### src/rtl/sensor_sweep_sched.sv
`default_nettype none
// ============================================================================
// Module   : sensor_sweep_sched
// Purpose  : Measurement scheduler between the host command/result FIFOs and
//            a bank of sonic_sensor instances. It pops one command, then runs
//            the req/busy handshake of each enabled sensor in turn, in index
//            order. Each result is tagged with the sensor index and a timeout
//            flag, then pushed to the result FIFO. Continuous commands repeat
//            the sweep after a programmable gap.
// Ports    : clk, rst (async, active-high)
//            i_cmd_data/i_cmd_empty/o_cmd_rd_en : command FIFO read side
//            o_res_data/i_res_full/o_res_wr_en  : result FIFO write side
//            o_sns_req/i_sns_busy/i_sns_data    : per-sensor handshake
//            o_active    : sweep or gap in progress
//            o_err_count : saturating timeout count
// Revision : 1.0 - initial release
// ============================================================================
module sensor_sweep_sched #(
    parameter int NUM_SENSORS    = 4,
    parameter int TIMEOUT_CYCLES = 6000000,
    parameter int BUSY_RISE_MAX  = 16,
    parameter int GAP_SHIFT      = 10
) (
    input  logic                      clk,
    input  logic                      rst,
    input  logic [31:0]               i_cmd_data,
    input  logic                      i_cmd_empty,
    output logic                      o_cmd_rd_en,
    output logic [31:0]               o_res_data,
    input  logic                      i_res_full,
    output logic                      o_res_wr_en,
    output logic [NUM_SENSORS-1:0]    o_sns_req,
    input  logic [NUM_SENSORS-1:0]    i_sns_busy,
    input  logic [32*NUM_SENSORS-1:0] i_sns_data,
    output logic                      o_active,
    output logic [7:0]                o_err_count
);

    localparam int TO_W  = $clog2(TIMEOUT_CYCLES + 1);
    localparam int GAP_W = 14 + GAP_SHIFT;

    localparam logic [TO_W-1:0] c_RISE_LAST = TO_W'(BUSY_RISE_MAX - 1);
    localparam logic [TO_W-1:0] c_TO_LAST   = TO_W'(TIMEOUT_CYCLES - 1);

    typedef enum logic [3:0] {
        S_IDLE      = 4'd0,
        S_FETCH     = 4'd1,
        S_DECODE    = 4'd2,
        S_SELECT    = 4'd3,
        S_REQ       = 4'd4,
        S_WAIT_RISE = 4'd5,
        S_WAIT_FALL = 4'd6,
        S_WRITE     = 4'd7,
        S_GAP       = 4'd8
    } state_t;

    state_t                  r_state;
    state_t                  w_next;

    logic [TO_W-1:0]         r_to_cnt;
    logic [GAP_W-1:0]        r_gap_cnt;
    logic [13:0]             r_gap;
    logic                    r_cont;
    logic [NUM_SENSORS-1:0]  r_mask;
    logic [3:0]              r_ptr;      // one wider than the index so idx+1 never wraps
    logic [2:0]              r_idx;
    logic [NUM_SENSORS-1:0]  r_sns_req;
    logic [31:0]             r_res_data;
    logic                    r_active;
    logic [7:0]              r_err_count;

    logic                    w_op_run;
    logic                    w_found;
    logic [2:0]              w_found_idx;
    logic                    w_busy_sel;
    logic [31:0]             w_data_sel;
    logic [27:0]             w_dist;
    logic                    w_timeout;
    logic                    w_capture;
    logic                    w_unused_cmd;

    assign w_op_run     = (i_cmd_data[31:30] == 2'b01) || (i_cmd_data[31:30] == 2'b10);
    assign w_unused_cmd = ^i_cmd_data;

    // Lowest enabled sensor at or above the pointer; descending scan so the
    // lowest match is the one left standing.
    always_comb begin
        w_found     = 1'b0;
        w_found_idx = 3'd0;
        for (int i = NUM_SENSORS - 1; i >= 0; i--) begin
            if (r_mask[i] && (4'(i) >= r_ptr)) begin
                w_found     = 1'b1;
                w_found_idx = 3'(i);
            end
        end
    end

    // Only the selected sensor's busy and data are observed.
    always_comb begin
        w_busy_sel = 1'b0;
        w_data_sel = 32'd0;
        for (int i = 0; i < NUM_SENSORS; i++) begin
            if (r_idx == 3'(i)) begin
                w_busy_sel = i_sns_busy[i];
                w_data_sel = i_sns_data[32*i +: 32];
            end
        end
    end

    assign w_dist    = (w_data_sel[31:28] != 4'd0) ? 28'hFFF_FFFF : w_data_sel[27:0];
    assign w_timeout = ((r_state == S_WAIT_RISE) && !w_busy_sel && (r_to_cnt == c_RISE_LAST)) ||
                       ((r_state == S_WAIT_FALL) &&  w_busy_sel && (r_to_cnt == c_TO_LAST));
    assign w_capture = (r_state == S_WAIT_FALL) && !w_busy_sel;

    always_ff @(posedge clk or posedge rst) begin
        if (rst) begin
            r_state <= S_IDLE;
        end else begin
            r_state <= w_next;
        end
    end

    always_comb begin
        w_next = r_state;
        case (r_state)
            S_IDLE:      if (!i_cmd_empty) w_next = S_FETCH;
            S_FETCH:     w_next = S_DECODE;
            S_DECODE:    w_next = (w_op_run && (i_cmd_data[NUM_SENSORS-1:0] != '0)) ? S_SELECT : S_IDLE;
            S_SELECT: begin
                if (w_found)     w_next = S_REQ;
                else if (r_cont) w_next = S_GAP;
                else             w_next = S_IDLE;
            end
            S_REQ:       w_next = S_WAIT_RISE;
            S_WAIT_RISE: begin
                if (w_busy_sel)     w_next = S_WAIT_FALL;
                else if (w_timeout) w_next = S_WRITE;
            end
            S_WAIT_FALL: if (w_capture || w_timeout) w_next = S_WRITE;
            S_WRITE:     if (!i_res_full) w_next = S_SELECT;
            S_GAP: begin
                // A pending command preempts the next sweep only here.
                if (r_gap_cnt == '0) w_next = i_cmd_empty ? S_SELECT : S_FETCH;
            end
            default:     w_next = S_IDLE;
        endcase
    end

    always_ff @(posedge clk or posedge rst) begin
        if (rst) begin
            r_to_cnt    <= '0;
            r_gap_cnt   <= '0;
            r_gap       <= '0;
            r_cont      <= 1'b0;
            r_mask      <= '0;
            r_ptr       <= '0;
            r_idx       <= '0;
            r_sns_req   <= '0;
            r_res_data  <= '0;
            r_active    <= 1'b0;
            r_err_count <= '0;
        end else begin
            r_sns_req <= '0;
            r_active  <= (w_next != S_IDLE) && (w_next != S_FETCH) && (w_next != S_DECODE);

            case (r_state)
                S_DECODE: begin
                    r_cont <= (i_cmd_data[31:30] == 2'b10);
                    r_gap  <= i_cmd_data[29:16];
                    r_mask <= i_cmd_data[NUM_SENSORS-1:0];
                    r_ptr  <= '0;
                end
                S_SELECT: begin
                    if (w_found) begin
                        r_idx <= w_found_idx;
                        for (int i = 0; i < NUM_SENSORS; i++) begin
                            r_sns_req[i] <= (w_found_idx == 3'(i));
                        end
                    end else begin
                        r_gap_cnt <= GAP_W'(r_gap) << GAP_SHIFT;
                    end
                end
                S_REQ: r_to_cnt <= '0;
                S_WAIT_RISE, S_WAIT_FALL: r_to_cnt <= r_to_cnt + 1'b1;
                S_WRITE: if (!i_res_full) r_ptr <= {1'b0, r_idx} + 4'd1;
                S_GAP: begin
                    if (r_gap_cnt != '0) r_gap_cnt <= r_gap_cnt - 1'b1;
                    else                 r_ptr     <= '0;
                end
                default: ;
            endcase

            if (w_timeout) begin
                r_res_data <= {1'b1, r_idx, 28'd0};
                if (r_err_count != 8'hFF) r_err_count <= r_err_count + 8'd1;
            end else if (w_capture) begin
                r_res_data <= {1'b0, r_idx, w_dist};
            end
        end
    end

    assign o_cmd_rd_en = (r_state == S_FETCH);
    assign o_res_wr_en = (r_state == S_WRITE) && !i_res_full;
    assign o_res_data  = r_res_data;
    assign o_sns_req   = r_sns_req;
    assign o_active    = r_active;
    assign o_err_count = r_err_count;

endmodule
`default_nettype wire

### config.mk
export PLATFORM = sky130hd
export DESIGN_NAME = sensor_sweep_sched
export DESIGN_NICKNAME = d
export VERILOG_FILES = /design/src/rtl/sensor_sweep_sched.sv
export SDC_FILE = /design/constraint.sdc
export NUM_CORES = 1
export LEC_CHECK = 0
export ABC_AREA = 1
export BUFFER_PORTS_ARGS = -buffer_cell sky130_fd_sc_hd__buf_2
export CORE_MARGIN = 2
export CORE_UTILIZATION = 53
export DETAILED_ROUTE_END_ITERATION = 6
export PLACE_DENSITY = 0.81
export SYNTH_ARGS = -nofsm -noshare
export SYNTH_HDL_FRONTEND = slang
export SYNTH_SLANG_ARGS = --single-unit
### constraint.sdc
create_clock -name clk -period 4.6 [get_ports clk]
set_input_delay 0.92 -clock clk [delete_from_list [all_inputs] [get_ports clk]]
set_output_delay 0.92 -clock clk [all_outputs]
set_load 0.01 [all_outputs]
* After elaboration in Yosys (flattened, before gate mapping) *
Index checks and enable logic that the tools add are counted.
W data, S select, Z words.

word-level totals
  word-level logic and storage cells = 119
  output and inout port bits = 47
  bits of input ports = 168
  register bits after elaboration = 122

cells by class
  magnitude comparators = 4
  add/sub/neg operators = 4
  eq/ne operators = 25
  mux-type cells = 39
  reductions and logical operators = 35

operators by type and width
  cell                     number
  $mux W32                 6
  $mux W24                 2
  $mux W4                  12
  $pmux W24 S2             1
  $pmux W23 S2             1
  $pmux W4 S9              1
  $mux W28                 1
  $logic_not A24 Y1        1
  $reduce_bool A24 Y1      1
  $sub A24 B1 Y24 const B  1
  $add A23 B1 Y23 const B  1
  $eq A23 B23 Y1 const B   1
  $eq A23 B4 Y1 const B    1
  $eq A4 B3 Y1 const B     4
  $logic_and A1 B1 Y1      13
  $eq A3 B2 Y1 const B     4
  $pmux W4 S3              1
  $reduce_bool A4 Y1       3
  $mux W3                  3
  $add A8 B1 Y8 const B    1
  $eq A4 B2 Y1 const B     2
  $ge A1 B4 Y1 const A     2
  $ge A2 B4 Y1 const A     2
  $mux W1                  8
  20 further kinds         34

* Depth between registers and ports, before layout *
Gate-level depths: netlist of run 1.

  word-level depth = 15
  gate-level depth with buffers = 15

* Worst setup path after synthesis of run 1 *
No wires, ideal clock.

  path kind = in2reg
  from = input i_sns_busy[1]
  to = register r_res_data[10] (netlist: o_res_data[10])
  setup time = 0.117 ns
  setup slack = 2.519 ns
  stages = 12
  data arrival time = 1.964 ns
  cells stage by stage = nand2_1 nand2_1 o21ai_2 nand2_1 nor2_1 nand2_1 nand2_2 inv_2 buf_6 buf_6 o21ai_2 nor2_1

on the way
  cells in the longest elaborated chain, start to end = 8
  elaborated cells on any way between the ends = 12
  classes of those cells = 4 x mux; 8 x reduce/logical

RTL lines
  element                                         line      RTL
  start: declaration                              33        input logic [NUM_SENSORS-1:0] i_sns_busy,
  $mux W1 (*) (3 in series)                       103       if (r_idx == 3'(i)) begin
  $logic_not A1 Y1                                111, 113
  $logic_and A1 B1 Y1 (2 in series)               111       assign w_timeout = ((r_state == S_WAIT_RISE) && !w_busy_sel && (r_to_cnt == c_RISE_LAST)) ||
  $logic_or A1 B1 Y1                              111
  $mux W32 or $reduce_bool A2 Y1 (tied branches)  -
  end signal: assignment                          194       r_res_data <= {1'b1, r_idx, 28'd0};
  end signal: assignment                          197       r_res_data <= {1'b0, r_idx, w_dist};
  end: declaration                                68        logic [31:0] r_res_data;

Mark *: on every way between the ends. The rest lies on a longest branch, timed or not.
A chain may end at the register's enable or synchronous reset.

* Final worst setup path of run 1 *
  from = register r_idx[1]
  to = register r_res_data[22] (netlist: o_res_data[22])

on the way
  cells in the longest elaborated chain, start to end = 10
  elaborated cells on any way between the ends = 24
  classes of those cells = 3 x eq/ne; 11 x mux; 10 x reduce/logical

RTL lines
  element                                            line  RTL
  start: declaration                                 66    logic [2:0] r_idx;
  start signal: assignment                           175   r_idx <= w_found_idx;
  branches (longest 10 deep; another with $mux W32)  -

Several ways; the timed one is not identified. The select of a mux whose other input is x is not followed.

==> impl_metrics.ini, run 1 <==
[route]
drt.antenna.violating_nets = 0
vias = 7600
via_per_inst = 5.402
route.final.wire_length_um = 20250
drc = 0
drt_pass1_iterations = 5
route.detailed.wl_per_inst_um = 14.39
drtIter0Drc = 505

[die]
die_h_um = 123.3
die_w_um = 123.3
start_util = 0.5434
ioPinCount = 215
fp.dieArea_um2 = 15200
row_count = 43
core_area_um2 = 13880

[sta]
rsz0062_at_grt = false
slew_violations = 0
finalCritPeriodShare = 0.6274
setup_tns_ps = 0
tightest_slew_ps = 1074
period_needed_ps = 2886
max_clock_freq_ghz = 0.3465
skew_ps = 9.437
setup_violations = 0
slew_headroom = 0.2814
hold_ws_ps = 480.7
final-hold-violation-count = 0
layout_setup_ws_ps = 1714

[global_routing]
antenna_found_initial = 0
grt_max_degree = 77
first_global_vias = 7141
grt_overflow = 0
grt_pass1_wl_um = 33630
track_usage = 0.2826

[clock_tree]
path_clk_slew_ps = 50
cts_setup_buffers = 0
ctsHoldBuffers = 0
cts-root-buf = clkbuf_16
clk_path_buf_depth = 2
numCtsBuffers = 17
cts_resized = 0
cts_htree_levels = 4
clkSinkCount = 119
tritoncts = yes
clk_latency_ps = 420

[synthesis]
ys_types = 48
syn_area_per_cell_um2 = 7.294
postSynthCellCount = 1034
synthFlopType = dfrtp_1
syn_nets = 1210
yosysWarningCount = 0
netlist_area_um2 = 7542
async_flop_share = 1.000
synth-edff-count = 0
synth-seq-area-share = 0.3948
ys_ff_latch = 119

[worst_setup_path]
cp_max_fo = 29
r2r_end = o_res_data[22]$_DFFE_PP0P_
worstSetupPathType = reg -> reg
cp_data_arrival_time_ps = 3230
r2r-start = r_idx[1]$_DFFE_PP0P_
cp-start-kind = register
crit_required_ps = 4940
cp-endpoint = o_res_data[22]$_DFFE_PP0P_
rr_worst_depth = 13
crit_path_end_kind = register
rrSetupSlack_ps = 1710
worstSetupStartpoint = r_idx[1]$_DFFE_PP0P_

[pwr]
seqPwrFrac = 0.312
switching_share = 0.4192
p_comb_frac = 0.440
p_int_uw = 2938
p_per_area_nw_per_um2 = 552.9
p_total_uw = 5059
clock_power_share = 0.247
switchingPower_uw = 2121
vdd_ir_drop_max_v = 0.0003290
leakage_uw = 0.004441

[final_layout]
fill_cells = 1223
utilization = 0.6592
layout-drive-gt1-share = 0.2380
syn2layout_area_growth_pct = 21.32
antenna_cells = 0
fin_nets = 1393

[placement]
hpwl_um = 14910
port_buffers = 201
place_congestion = 0.9363
pre_cts_ws_ps = 1731

[min_path]
hold_class = reg -> reg

[job]
drv_cap = 0

[status]
outcome = completed
==> synthesized netlist by cell type (7+ instances only) <==
master | n | area, um2
a22oi_1 | 28 | 210.2
buf_2 | 19 | 95.09
clkbuf_1 | 14 | 52.55
dfrtp_1 | 119 | 2978
ha_1 | 8 | 100.1
inv_1 | 82 | 307.8
inv_2 | 11 | 41.29
mux2i_1 | 28 | 280.3
nand2_1 | 283 | 1062
nand3_1 | 65 | 325.3
nand4_1 | 16 | 100.1
nor2_1 | 137 | 514.2
nor2_2 | 7 | 43.79
nor3_1 | 15 | 75.07
nor4_1 | 10 | 62.56
o21ai_0 | 91 | 455.4
o21ai_1 | 10 | 50.05
o21ai_2 | 18 | 157.7
o22ai_1 | 7 | 43.79
xor2_1 | 10 | 87.58
==> cell type report <==
class	instances	area [um2]	area share
clock inverter	9	105.1	0.01149
multi-input combinational	778	3985	0.4355
tap	180	225.2	0.02461
sequential	119	2978	0.3254
clock buffer	20	446.7	0.04882
inverter	93	351.6	0.03842
timing repair buffer	208	1059	0.1157
==> critical path, cell delays in order, from the launching register on <==
cell and delay [ps]:
dfrtp_1 400, inv_1 170, ha_1 480, buf_4 350, nand2_1 80, nand2_1 70
o21ai_2 80, nand2_1 120, nor2_1 90, nand2_1 90, nand2_2 90, inv_2 440
o21ai_0 180, nor2_1 150
==> power by group through the flow <==
stage	sequential, uW	combinational (uW)	clock, uW
after floorplan	1600	1570	0
after global placement	1580	2150	0
after detailed placement	1580	2210	0
after CTS	1580	2220	1270
after global routing	1620	2520	1310
final	1580	2230	1250
==> kinds of logic after synthesis <==
kind of cell | count (synthesis) | share of synthesized area
simple gates | 551 | 0.3144
compound gates | 174 | 0.1435
mux | 28 | 0.03716
xor+xnor | 16 | 0.01858
buf+inv | 137 | 0.07780
other cells | 1 | 0.0004972
fa+ha+maj | 8 | 0.01327
flops | 119 | 0.3948
==> stage by stage <==
step | area [um2] | instances
floorplan | 7542 | 1034
global placement | 8598 | 1378
detailed placement | 8598 | 1378
CTS | 9150 | 1407
global route | 9150 | 1407
finish | 9150 | 1407
==> placed cells by master, fill, tap and decap left out, types with 11 or more instances in the layout <==
| master | instances |
|---|---|
| inv_2 | 11 |
| nand2_1 | 283 |
| nor3_1 | 15 |
| dfrtp_1 | 119 |
| buf_2 | 201 |
| clkbuf_16 | 17 |
| o21ai_0 | 91 |
| o21ai_2 | 18 |
| a22oi_1 | 28 |
| nand4_1 | 16 |
| mux2i_1 | 28 |
| nor2_1 | 136 |
| inv_1 | 81 |
| nand3_1 | 65 |
==> sequential cells by signal, summed over array words and instances, names as in the netlist, 2 cells and up <==
signal,flops
r_state,4
r_ptr,3
o_sns_req,4
r_to_cnt,23
r_gap_cnt,24
r_gap,14
r_mask,4
o_err_count,8
r_idx,2
o_res_data,31
==> layer usage <==
metal,up-vias,track usage,share of wire
met3,49,0.05858,0.062
met4,0,0.1080,0.027
li1,3770,-,-
met2,282,0.4485,0.47
met5,-,0,0
met1,3499,0.3810,0.45
==> worst min-delay path by stage <==
stage | to | cells after the start | from | slack, ps
floorplan | r_ptr[0]$_DFFE_PP0P_ | 2 | r_ptr[0]$_DFFE_PP0P_ | 440
global placement | o_res_data[31]$_DFFE_PP0P_ | 2 | o_res_data[31]$_DFFE_PP0P_ | 460
detailed placement | o_res_data[31]$_DFFE_PP0P_ | 2 | o_res_data[31]$_DFFE_PP0P_ | 460
CTS | o_res_data[31]$_DFFE_PP0P_ | 2 | o_res_data[31]$_DFFE_PP0P_ | 480
global route | r_gap[11]$_DFFE_PP0P_ | 2 | r_gap[11]$_DFFE_PP0P_ | 500
finish | o_res_data[31]$_DFFE_PP0P_ | 2 | o_res_data[31]$_DFFE_PP0P_ | 480
(Power assumes the default switching activity.)
==> run 2, diff against run 1 <==
--- a/config.mk
+++ b/config.mk
@@ -5,12 +5,12 @@
 export SDC_FILE = /design/constraint.sdc
 export NUM_CORES = 1
 export LEC_CHECK = 0
-export ABC_AREA = 1
+export ABC_AREA = 0
 export BUFFER_PORTS_ARGS = -buffer_cell sky130_fd_sc_hd__buf_2
 export CORE_MARGIN = 2
-export CORE_UTILIZATION = 53
+export CORE_UTILIZATION = 47
 export DETAILED_ROUTE_END_ITERATION = 6
-export PLACE_DENSITY = 0.81
+export PLACE_DENSITY = 0.78
 export SYNTH_ARGS = -nofsm -noshare
 export SYNTH_HDL_FRONTEND = slang
 export SYNTH_SLANG_ARGS = --single-unit
==> constraint.sdc (replaced) <==
create_clock -name clk -period 2.51 [get_ports clk]
set_input_delay 0.502 -clock clk [delete_from_list [all_inputs] [get_ports clk]]
set_output_delay 0.502 -clock clk [all_outputs]
set_load 0.01 [all_outputs]
==> impl_metrics.ini, run 2 <==
[synthesis]
synth_top_area_frac = 0.4499
synth-seq-area-share = 0.4499
ys_top_cells_by_area = dfrtp_1 (45%), o21ai_0 (7.4%), nand2_1 (4.4%)
synthFlopType = dfrtp_1
async_flop_share = 1.000
syn_nets = 918
yosysMostFrequentCell = dfrtp_1
synth_top_area_cell = dfrtp_1
synthAdderAreaFrac = 0.01512
synth-xor-area-share = 0.02250
synth-edff-count = 0
syn_area_per_cell_um2 = 8.920
ys_types = 66
synth_simple_gate_area_share = 0.1888
postSynthCellCount = 742
ys_ff_latch = 119
yosysWarningCount = 0
synth_top_family_by_area = compound AO/OA/AOI/OAI gates
netlist_area_um2 = 6619
synthTopCellsByCount = dfrtp_1 (119), o21ai_0 (98), nand2_1 (78)
synthMuxAreaShare = 0.03894
synth_compound_area_frac = 0.2446

[global_routing]
track_usage = 0.2381
grt_max_degree = 81
grt_overflow = 0
grt_pass1_wl_um = 27940
first_global_vias = 5759
antenna_found_initial = 0

[final_layout]
largest_register_ffs = 31
register_area_um2 = 2978
syn2layout_area_growth_pct = 29.68
antenna_cells = 0
fin_nets = 1123
fin_cells = 1139
final_common_cell = buf_2
layout-drive-gt1-share = 0.3212
fill_cells = 1199
final_cell_mix = buf_2 (201), dfrtp_1 (119), o21ai_0 (98), nand2_1 (78), a21oi_1 (56)
multi_input_area_um2 = 3412

[die]
fp.dieArea_um2 = 15050
start_util = 0.4787
die_h_um = 122.7
die_w_um = 122.7
row_count = 43
core_area_um2 = 13830
ioPinCount = 215

[worst_setup_path]
worstSetupPathType = reg -> reg
crit_required_ps = 2810
crit_slowest_cell = dfrtp_1
cp_num_buf_inv = 2
crit_path_end_kind = register
critical-path-top-delay-family = flip-flops
cp_max_fo = 8
crit_chain = inv_1 > ha_1 > nand3b_1 > a211o_2 > nor3_2 > a21oi_2 > buf_4 > nor3_1 > mux2_2
crit_path_max_incr_delay_ps = 480
cp-start-kind = register
cp_data_arrival_time_ps = 2650

[clock_tree]
cts_htree_levels = 4
clk_latency_ps = 420
clkSinkCount = 119
path_clk_slew_ps = 50
clk_path_buf_depth = 2
cts-root-buf = clkbuf_16
numCtsBuffers = 17
tritoncts = yes

[status]
outcome = completed

[sta]
period_needed_ps = 2356
final-hold-violation-count = 0
setup_tns_ps = 0
max_clock_freq_ghz = 0.4245
slew_violations = 0
rsz0062_at_grt = false
layout_setup_ws_ps = 154.4
finalCritPeriodShare = 0.9385
tightest_slew_ps = 649.5
slew_headroom = 0.5670
skew_ps = 10.79
setup_violations = 0

[pwr]
p_per_area_nw_per_um2 = 1164
vdd_ir_drop_max_v = 0.0006334
leakage_uw = 0.003929
p_total_uw = 9994

[placement]
place_congestion = 0.9144
hpwl_um = 13260
dp_cells = 1105
pre_cts_ws_ps = 89.30
port_buffers = 201

[route]
drt.antenna.violating_nets = 0
via_per_inst = 5.757
drt_pass1_iterations = 5
drc = 0
route.detailed.wl_per_inst_um = 16.02
drtIter0Drc = 501
vias = 6557
route.final.wire_length_um = 18250

[job]
drv_cap = 0

[min_path]
hold_class = in -> reg
==> run 2: area by class of cell <==
class,count,share of cell area
multi-input combinational,559,0.3975
sequential,119,0.3469
timing repair buffer,234,0.1478
clock buffer,21,0.05364
tap,180,0.02624
clock inverter,10,0.02041
inverter,16,0.007434
==> run 2: worst paths after layout <==
kind	startpoint	end	slack, ps	depth (start not counted)
worst min-delay path	i_cmd_data[1]	r_mask[1]$_DFFE_PP0P_	310	3
worst max register to register	r_idx[1]$_DFFE_PP0P_	o_err_count[6]$_DFFE_PP0P_	150	9
max in group asynchronous	rst	r_to_cnt[0]$_DFFE_PP0P_	1300	4
min in group asynchronous	rst	o_sns_req[2]$_DFF_PP0_	540	3
worst min register to register	r_mask[0]$_DFFE_PP0P_	r_mask[0]$_DFFE_PP0P_	500	1
worst max-delay path	r_idx[1]$_DFFE_PP0P_	o_err_count[6]$_DFFE_PP0P_	150	9
==> run 2: where the power goes <==
group	leakage [uW]	internal, uW	total [uW]	switching (uW)
Sequential	0.00148	2550	3090	539
Clock	0.000316	1800	2630	832
Combinational	0.00213	1840	4270	2430
==> run 2: stage by stage <==
step	area (um2)	util	hold slack, ps
after floorplan	6623	-	461.1
after global placement	7904	0.5716	422.4
after detailed placement	7904	0.5716	423.5
after CTS	8549	0.6183	296.7
after global routing	8583	0.6208	307.7
final	8583	0.6208	311.2
==> run 2: worst register-to-register path, cell delays in order, from the launching register on <==
cell and delay [ps]:
dfrtp_1 480, inv_1 100, ha_1 210, nand3b_1 160, a211o_2 370, nor3_2 160
a21oi_2 60, buf_4 180, nor3_1 160, mux2_2 350
==> run 2: per-layer routing <==
metal,track usage,wire [um]
met1,0.3075,7821
met2,0.4002,9183
met3,0.05344,1032
met4,0.07040,212
met5,0,0
==> run 2: timing repair <==
action	4_1_cts	5_1_grt
endpoints found under the setup margin	0	32
buffers inserted	0	2
gates resized for setup	0	5
endpoints found under the hold margin	5	0
hold buffers	1	0
==> run 2: cell families (layout without fill, tap and decap cells) <==
| kind of cell | after synthesis | count (layout) |
|---|---|---|
| other | 1 | 1 |
| AOI/OAI and AO/OA | 269 | 269 |
| adders and majority gates | 8 | 8 |
| buffers and inverters | 64 | 281 |
| muxes | 23 | 23 |
| xor gates and xnor gates | 17 | 17 |
| DFF | 119 | 119 |
| and+or+nand+nor | 241 | 241 |
